### src/rtl/laser_cover_scorer.sv
// Captures a 40-object frame, latches the engine's circle centres on DONE and scores one object per cycle.
// SCORE_VALID pulses 41 cycles after DONE; there is no backpressure, so objects arriving outside CAPTURE are dropped.
module laser_cover_scorer #(
  parameter int N_OBJ     = 40,
  parameter int RADIUS_SQ = 16
) (
  input  logic       CLK,
  input  logic       RST,
  input  logic       SYNC,
  input  logic       OBJ_VALID,
  input  logic [3:0] X,
  input  logic [3:0] Y,
  input  logic       DONE,
  input  logic [3:0] C1X,
  input  logic [3:0] C1Y,
  input  logic [3:0] C2X,
  input  logic [3:0] C2Y,
  output logic [5:0] COVER,
  output logic [5:0] BOTH,
  output logic       SCORE_VALID,
  output logic       OBJ_DROP,
  output logic       PROTO_ERR
);

  localparam int IW = 6;

  typedef struct packed {
    logic [3:0] y;
    logic [3:0] x;
  } obj_t;

  typedef struct packed {
    logic [3:0] x;
    logic [3:0] y;
  } pt_t;

  typedef enum logic [1:0] {
    CAPTURE,
    WAIT_DONE,
    SCAN,
    REPORT
  } state_t;

  state_t        state;
  obj_t          obj_buf [N_OBJ];
  logic [IW-1:0] wr_idx;
  logic [IW-1:0] rd_idx;
  pt_t           c1;
  pt_t           c2;
  logic [5:0]    cov_acc;
  logic [5:0]    both_acc;

  obj_t          cur_obj;
  logic          in1;
  logic          in2;
  logic [5:0]    cov_nxt;
  logic [5:0]    both_nxt;
  logic          last_wr;
  logic          last_rd;
  logic          cap_we;
  logic [IW-1:0] cap_idx;

  // Squares are taken at 9 bits so 15^2+15^2 cannot wrap into the inside range.
  function automatic logic in_circle(input obj_t o, input pt_t c);
    logic [3:0] dx;
    logic [3:0] dy;
    logic [8:0] dx9;
    logic [8:0] dy9;
    logic [8:0] d2;
    dx  = (o.x >= c.x) ? (o.x - c.x) : (c.x - o.x);
    dy  = (o.y >= c.y) ? (o.y - c.y) : (c.y - o.y);
    dx9 = {5'd0, dx};
    dy9 = {5'd0, dy};
    d2  = dx9 * dx9 + dy9 * dy9;
    return d2 <= 9'(RADIUS_SQ);
  endfunction

  always_comb begin
    cur_obj  = obj_buf[rd_idx];
    in1      = in_circle(cur_obj, c1);
    in2      = in_circle(cur_obj, c2);
    cov_nxt  = cov_acc + {5'd0, in1 | in2};
    both_nxt = both_acc + {5'd0, in1 & in2};
    last_wr  = (wr_idx == IW'(N_OBJ - 1));
    last_rd  = (rd_idx == IW'(N_OBJ - 1));
    // A SYNC restarts the frame, so a coincident object becomes object 0.
    cap_we   = OBJ_VALID && (SYNC || (state == CAPTURE));
    cap_idx  = SYNC ? '0 : wr_idx;
  end

  always_ff @(posedge CLK) begin
    if (cap_we) begin
      obj_buf[cap_idx] <= {Y, X};
    end
  end

  always_ff @(posedge CLK or posedge RST) begin
    if (RST) begin
      state       <= CAPTURE;
      wr_idx      <= '0;
      rd_idx      <= '0;
      c1          <= '0;
      c2          <= '0;
      cov_acc     <= '0;
      both_acc    <= '0;
      COVER       <= '0;
      BOTH        <= '0;
      SCORE_VALID <= 1'b0;
      OBJ_DROP    <= 1'b0;
      PROTO_ERR   <= 1'b0;
    end else begin
      SCORE_VALID <= 1'b0;
      if (DONE && (state != WAIT_DONE)) begin
        PROTO_ERR <= 1'b1;
      end
      if (OBJ_VALID && (state != CAPTURE) && !SYNC) begin
        OBJ_DROP <= 1'b1;
      end
      if (SYNC) begin
        state    <= CAPTURE;
        wr_idx   <= OBJ_VALID ? IW'(1) : '0;
        rd_idx   <= '0;
        cov_acc  <= '0;
        both_acc <= '0;
      end else begin
        case (state)
          CAPTURE: begin
            if (OBJ_VALID) begin
              wr_idx <= wr_idx + IW'(1);
              if (last_wr) begin
                state <= WAIT_DONE;
              end
            end
          end
          WAIT_DONE: begin
            if (DONE) begin
              c1       <= {C1X, C1Y};
              c2       <= {C2X, C2Y};
              cov_acc  <= '0;
              both_acc <= '0;
              rd_idx   <= '0;
              state    <= SCAN;
            end
          end
          SCAN: begin
            cov_acc  <= cov_nxt;
            both_acc <= both_nxt;
            rd_idx   <= rd_idx + IW'(1);
            // Outputs load on the last evaluation so they are valid in the REPORT cycle.
            if (last_rd) begin
              COVER       <= cov_nxt;
              BOTH        <= both_nxt;
              SCORE_VALID <= 1'b1;
              state       <= REPORT;
            end
          end
          REPORT: begin
            wr_idx <= '0;
            state  <= CAPTURE;
          end
          default: state <= CAPTURE;
        endcase
      end
    end
  end

endmodule

### config.mk
export PLATFORM = sky130hd
export DESIGN_NAME = laser_cover_scorer
export DESIGN_NICKNAME = d
export VERILOG_FILES = /design/src/rtl/laser_cover_scorer.sv
export SDC_FILE = /design/constraint.sdc
export NUM_CORES = 1
export LEC_CHECK = 0
export CAP_MARGIN = 5
export CORE_AREA = 2 2 201 203
export CTS_BUF_LIST = sky130_fd_sc_hd__clkbuf_4 sky130_fd_sc_hd__clkbuf_8 sky130_fd_sc_hd__clkbuf_16
export CTS_CLUSTER_SIZE = 30
export DETAILED_ROUTE_END_ITERATION = 10
export DIE_AREA = 0 0 203 205
export GPL_ROUTABILITY_DRIVEN = 0
export SYNTH_ARGS = -nofsm -noshare
export SYNTH_HDL_FRONTEND = slang
export SYNTH_SLANG_ARGS = --single-unit
### constraint.sdc
create_clock -name CLK -period 20.4 [get_ports CLK]
set_input_delay 4.08 -clock CLK [delete_from_list [all_inputs] [get_ports CLK]]
set_output_delay 4.08 -clock CLK [all_outputs]
set_load 0.02 [all_outputs]
==> results of run 1 <==
cell usage in the layout, fill, tap and decap left out, drive strengths merged, types with 7 or more instances in the layout:
master	Yosys	final
a21o	8	8
a21oi	37	37
a221oi	26	26
a22o	29	29
a22oi	17	17
and2	13	13
buf	27	18
clkbuf	31	52
clkdlybuf4s50	0	43
clkinv	0	13
dfrtp	57	57
edfxtp	320	320
fa	30	30
ha	72	72
inv	77	80
mux2	16	16
mux2i	169	169
nand2	58	58
nand2b	13	13
nand3	11	11
nor2	76	76
nor2b	22	22
nor3	7	7
o21ai	57	57
o21bai	12	12
o22ai	14	14
or2	8	8
xnor2	7	7
xor2	12	12
final timing paths:
path / to / cells past startpoint
max reg2reg: both_acc[4]$_DFFE_PP0P_ / 34
max in group asynchronous: rd_idx[0]$_DFFE_PP0P_ / 3
min reg2reg: PROTO_ERR$_DFFE_PP0P_ / 1
max: both_acc[4]$_DFFE_PP0P_ / 34
min: PROTO_ERR$_DFFE_PP0P_ / 1
min in group asynchronous: c1[3]$_DFFE_PP0P_ / 2
Yosys cell counts, types with 4 or more instances:
library cell	number
nor2b_1	22
xnor2_1	7
a22oi_1	17
a221oi_2	11
o311ai_1	6
and2_1	13
o31ai_1	6
clkbuf_1	31
nor2_1	76
a221oi_1	15
o21bai_1	6
nor3b_1	6
dfrtp_1	57
nand2_1	58
a22o_1	29
o21bai_2	6
buf_6	7
o311a_1	6
nor3_1	7
edfxtp_1	320
o21ai_0	57
o22ai_1	14
fa_1	30
nand2b_1	13
mux2_2	16
buf_4	9
a21o_1	8
xor2_1	12
nand3_1	11
mux2i_1	169
inv_1	77
buf_2	4
or2_2	8
ha_1	72
a21oi_1	37
metal layers:
layer,share of wire,track usage,routed length (µm)
met1,0.43,0.248,17200
met2,0.50,0.348,20000
met3,0.037,0.0285,1460
met4,0.025,0.0652,1010
met5,0,0,0
sequential cells by signal, summed over array words and instances (netlist names):
signal	cells
obj_buf	320
c1	8
c2	8
BOTH	6
COVER	6
both_acc	6
cov_acc	6
rd_idx	6
wr_idx	6
state	2
OBJ_DROP	1
PROTO_ERR	1
SCORE_VALID	1
final cells by class:
cell class	instances	area share
flip-flops and latches	377	0.546
multi-input cells	768	0.313
clock buffers	52	0.0563
well taps	525	0.0325
repair buffers	61	0.0280
inverters	77	0.0143
clock inverters	20	0.00953
per-stage QoR:
| step | setup slack [ns] | util | cells |
|---|---|---|---|
| after floorplan | 12.92 | - | 1280 |
| after global placement | 10.46 | 0.480 | 1808 |
| after detailed placement | 10.32 | 0.480 | 1808 |
| after CTS | 10.30 | 0.514 | 1880 |
| after global routing | 9.70 | 0.514 | 1880 |
| final | 10.35 | 0.514 | 1880 |
kinds of logic after synthesis:
kind of cell    Yosys count  synth area share
buf+inv                 135            0.0369
xor+xnor                 19           0.00923
flops                   377             0.612
compound gates          230            0.0922
fa+ha+maj               102            0.0833
mux                     185             0.104
simple gates            232            0.0625
==> impl_metrics.env, run 1 <==
export IMPL_outcome="finished, final reports clean"
export IMPL_antenna_found_initial=0
export IMPL_ioPinCount=44
export IMPL_start_util=0.458
export IMPL_start_kind="flip-flop"
export IMPL_path_common_cell="fa_1"
export IMPL_slew_headroom=0.292
export IMPL_hold_buffers=0
export IMPL_ff_latch_area_um2=11000
export IMPL_synthTopCellsByArea="edfxtp_1, mux2i_1, dfrtp_1, ha_1, fa_1"
export IMPL_final_antenna_net_count=0
export IMPL_finalHoldViolCount=0
export IMPL_nets=1457
export IMPL_die_w_um=203
export IMPL_wl_per_cell_um=21.1
export IMPL_r2r_slack_ns=10.35
export IMPL_crit_start="rd_idx[0]$_DFFE_PP0P_"
export IMPL_ys_ff_latch=377
export IMPL_path_buf_inv=4
export IMPL_cts_resized=0
export IMPL_cts_buffer_depth=3
export IMPL_max_cap_violations=0
export IMPL_synthFlopType="edfxtp_1"
export IMPL_multi_input_area_um2=6340
export IMPL_grt_max_degree=54
export IMPL_fmax_mhz=99.5
export IMPL_critPathMaxStageDelay_ns=1.02
export IMPL_slew_viol_final=0
export IMPL_place_hpwl_mm=25.9
export IMPL_synth_top_area_share=0.533
export IMPL_coreArea_um2=39400
export IMPL_worstHoldPathType="reg -> reg"
export IMPL_cp_arrival_ns=10.49
export IMPL_avgSynthCellArea_um2=14.1
export IMPL_ys_types=57
export IMPL_path_class="reg -> reg"
export IMPL_port_buffers=43
export IMPL_period_needed_ns=10.05
export IMPL_die_y_um=205
export IMPL_setup_tns_ns=0
export IMPL_rsz0062_at_grt="false"
export IMPL_whs_ns=0.457
export IMPL_r2r_start="rd_idx[0]$_DFFE_PP0P_"
export IMPL_cts_root_buf="clkbuf_16"
export IMPL_crit_required_ns=20.84
export IMPL_grt_pass1_vias=10700
export IMPL_drive_gt1_frac=0.0982
export IMPL_worstPathMaxFanout=53
export IMPL_die_area_um2=41600
export IMPL_async_flop_share=0.151
export IMPL_final_cell_area_um2=20200
export IMPL_drt_pass1_iterations=5
export IMPL_placed_cell_area_um2=18900
export IMPL_cts_buffers=41
export IMPL_grt_pass1_wl_mm=61.9
export IMPL_wl_mm=39.6
export IMPL_worst_skew_pair_late_latency_ns=0.57
export IMPL_slowest_stage="dfrtp_4"
export IMPL_tightest_slew_ns=1.06
export IMPL_cts_setup_buffers=0
export IMPL_yosysTopAreaCell="edfxtp_1"
export IMPL_synthToLayoutAreaGrowth_pct=12.1
export IMPL_dr_first_iter_drc_count=669
export IMPL_cts_htree_levels=2
export IMPL_cp_top_family="adder cells"
export IMPL_rows=73
export IMPL_cts_tree="done"
export IMPL_yosysSeqAreaShare=0.612
export IMPL_clock_sinks=377
export IMPL_synthCells=1280
export IMPL_yosys_warnings=0
export IMPL_overflow=0
export IMPL_nFillCells=3409
export IMPL_post_drt_via_cell_ratio=5.47
export IMPL_synthesis_area_um2=18000
export IMPL_n_antenna_cell=0
export IMPL_finalSetupViolCount=0
export IMPL_grt_usage=0.196
export IMPL_drc_errors=0
export IMPL_clock_skew_ns=0.0146
export IMPL_cp_end_kind="flip-flop"
export IMPL_synth_nets=1411
export IMPL_path_clk_slew_ns=0.06
export IMPL_synth_edf_count=320
export IMPL_min_delay_start="PROTO_ERR$_DFFE_PP0P_"
export IMPL_fin_crit_sh=0.493
export IMPL_vias=10300
Power of run 1 is not shown: default switching activity piles up to over one toggle a cycle in this logic, so the estimate is an artifact.
==> run 2, diff against run 1 <==
- clock period: 20.4 -> 10.4 ns (I/O delays scaled with it)
==> run 2 against run 1 <==
Compared with the run above:
- global-route usage grew 0.46 points
- first-iteration DRC count shrank 2.5%
- count of clock-buffer cells in the layout shrank 1
- die area is the same
- register-to-register slack lost 9.2 ns
- sequential share of layout area is essentially flat
- cell count grew 0.43%
- critical path depth is the same
==> impl_metrics.env, run 2 (synthesis gave the netlist of run 1 again) <==
export IMPL_outcome="finished, final reports clean"
export IMPL_cts_root_buf="clkbuf_16"
export IMPL_worstPathMaxFanout=20
export IMPL_mostFrequentLayoutCell="edfxtp_1"
export IMPL_r2r_slack_ns=1.19
export IMPL_fin_crit_sh=0.885
export IMPL_cp_arrival_ns=9.64
export IMPL_place_hpwl_mm=27.0
export IMPL_drt_pass1_iterations=5
export IMPL_start_kind="flip-flop"
export IMPL_grt_pass1_wl_mm=62.7
export IMPL_clock_sinks=377
export IMPL_finalHoldViolCount=0
export IMPL_cts_buffers=41
export IMPL_period_needed_ns=9.21
export IMPL_cts_tree="done"
export IMPL_path_buf_inv=4
export IMPL_tightest_slew_ns=1.21
export IMPL_crit_start="rd_idx[1]$_DFFE_PP0P_"
export IMPL_grt_usage=0.201
export IMPL_hold_buffers=0
export IMPL_post_drt_via_cell_ratio=5.49
export IMPL_dr_wl_met2_mm=19.4
export IMPL_cts_resized=0
export IMPL_min_delay_start="PROTO_ERR$_DFFE_PP0P_"
export IMPL_dr_first_iter_drc_count=652
export IMPL_path_depth=34
export IMPL_nets=1464
export IMPL_n_antenna_cell=0
export IMPL_rows=73
export IMPL_finalSetupViolCount=0
export IMPL_path_clk_slew_ns=0.06
export IMPL_slew_headroom=0.194
export IMPL_port_buffers=43
export IMPL_slew_viol_final=0
export IMPL_nFillCells=3320
export IMPL_whs_ns=0.458
export IMPL_vias=10400
export IMPL_die_area_um2=41600
export IMPL_critPathMaxStageDelay_ns=0.87
export IMPL_die_w_um=203
export IMPL_synthToLayoutAreaGrowth_pct=12.1
export IMPL_clock_skew_ns=0.0123
export IMPL_ioPinCount=44
export IMPL_fmax_mhz=109
export IMPL_reg2reg_depth=34
export IMPL_r2r_end="cov_acc[4]$_DFFE_PP0P_"
export IMPL_slowest_stage="nor2b_2"
export IMPL_regMostFlops="obj_buf"
export IMPL_reg_top3="obj_buf x320, c1 x8, c2 x8"
export IMPL_wl_per_cell_um=21.6
export IMPL_die_y_um=205
export IMPL_grt_pass1_vias=10500
export IMPL_setup_worst_path_end="cov_acc[4]$_DFFE_PP0P_"
export IMPL_rsz0062_at_grt="false"
export IMPL_path_common_cell="fa_1"
export IMPL_cts_buffer_depth=3
export IMPL_cp_top_family="adder cells"
export IMPL_start_util=0.458
export IMPL_wl_mm=40.8
export IMPL_final_cell_mix="edfxtp_1, mux2i_1, inv_1, nor2_1, ha_1"
export IMPL_antenna_found_initial=0
export IMPL_r2r_start="rd_idx[1]$_DFFE_PP0P_"
export IMPL_met1Wirelength_mm=18.2
export IMPL_overflow=0
export IMPL_grt_max_degree=43
export IMPL_largest_reg_flops=320
export IMPL_setup_tns_ns=0
export IMPL_crit_required_ns=10.84
export IMPL_cts_setup_buffers=0
export IMPL_cts_htree_levels=2
export IMPL_worstHoldPathType="reg -> reg"
export IMPL_highest_layer="met4"
export IMPL_coreArea_um2=39400
export IMPL_path_class="reg -> reg"
export IMPL_worst_skew_pair_late_latency_ns=0.57
export IMPL_cp_end_kind="flip-flop"
export IMPL_drive_gt1_frac=0.0998
export IMPL_dr_wl_met3_mm=1.73
export IMPL_drc_errors=0
export IMPL_max_cap_violations=0
export IMPL_final_antenna_net_count=0
-- run 2: cell types whose count changed in the layout (fill, tap and decap cells not counted), sizes merged --
cell | previous run | this run
clkinv | 13 | 19
inv | 80 | 79
bufinv | 2 | 0
clkbuf | 52 | 51
clkinvlp | 2 | 1
buf | 18 | 25
-- run 2: stage by stage --
stage / util / setup slack (ns) / std cells / cell area [µm²]
floorplan: - / 2.92 / 1280 / 18000
global placement: 0.481 / 1.52 / 1815 / 19000
detailed placement: 0.481 / 1.33 / 1815 / 19000
CTS: 0.513 / 1.30 / 1888 / 20200
global route: 0.513 / 0.576 / 1888 / 20200
finish: 0.513 / 1.19 / 1888 / 20200
-- run 2: final cells by class --
class                      instances  area [µm²]  area share
sequential                       377       11000       0.546
multi-input combinational        768        6340       0.314
clock buffer                      51        1120      0.0554
tap                              525         657      0.0325
timing repair buffer              68         631      0.0312
inverter                          77         289      0.0143
clock inverter                    22         135     0.00669
-- run 2: worst min path at each step --
stage | to | slack, ns | cells after the start
floorplan | both_acc[5]$_DFFE_PP0P_ | 0.47 | 2
global placement | PROTO_ERR$_DFFE_PP0P_ | 0.44 | 1
detailed placement | PROTO_ERR$_DFFE_PP0P_ | 0.45 | 1
CTS | PROTO_ERR$_DFFE_PP0P_ | 0.46 | 1
global route | PROTO_ERR$_DFFE_PP0P_ | 0.48 | 1
finish | PROTO_ERR$_DFFE_PP0P_ | 0.46 | 1
-- run 2: per-layer routing --
layer,up-vias,track usage
met2,244,0.332
met3,79,0.0291
li1,4894,-
met5,-,0
met4,0,0.0821
met1,5153,0.268
Power of run 2 is left out for the same reason.
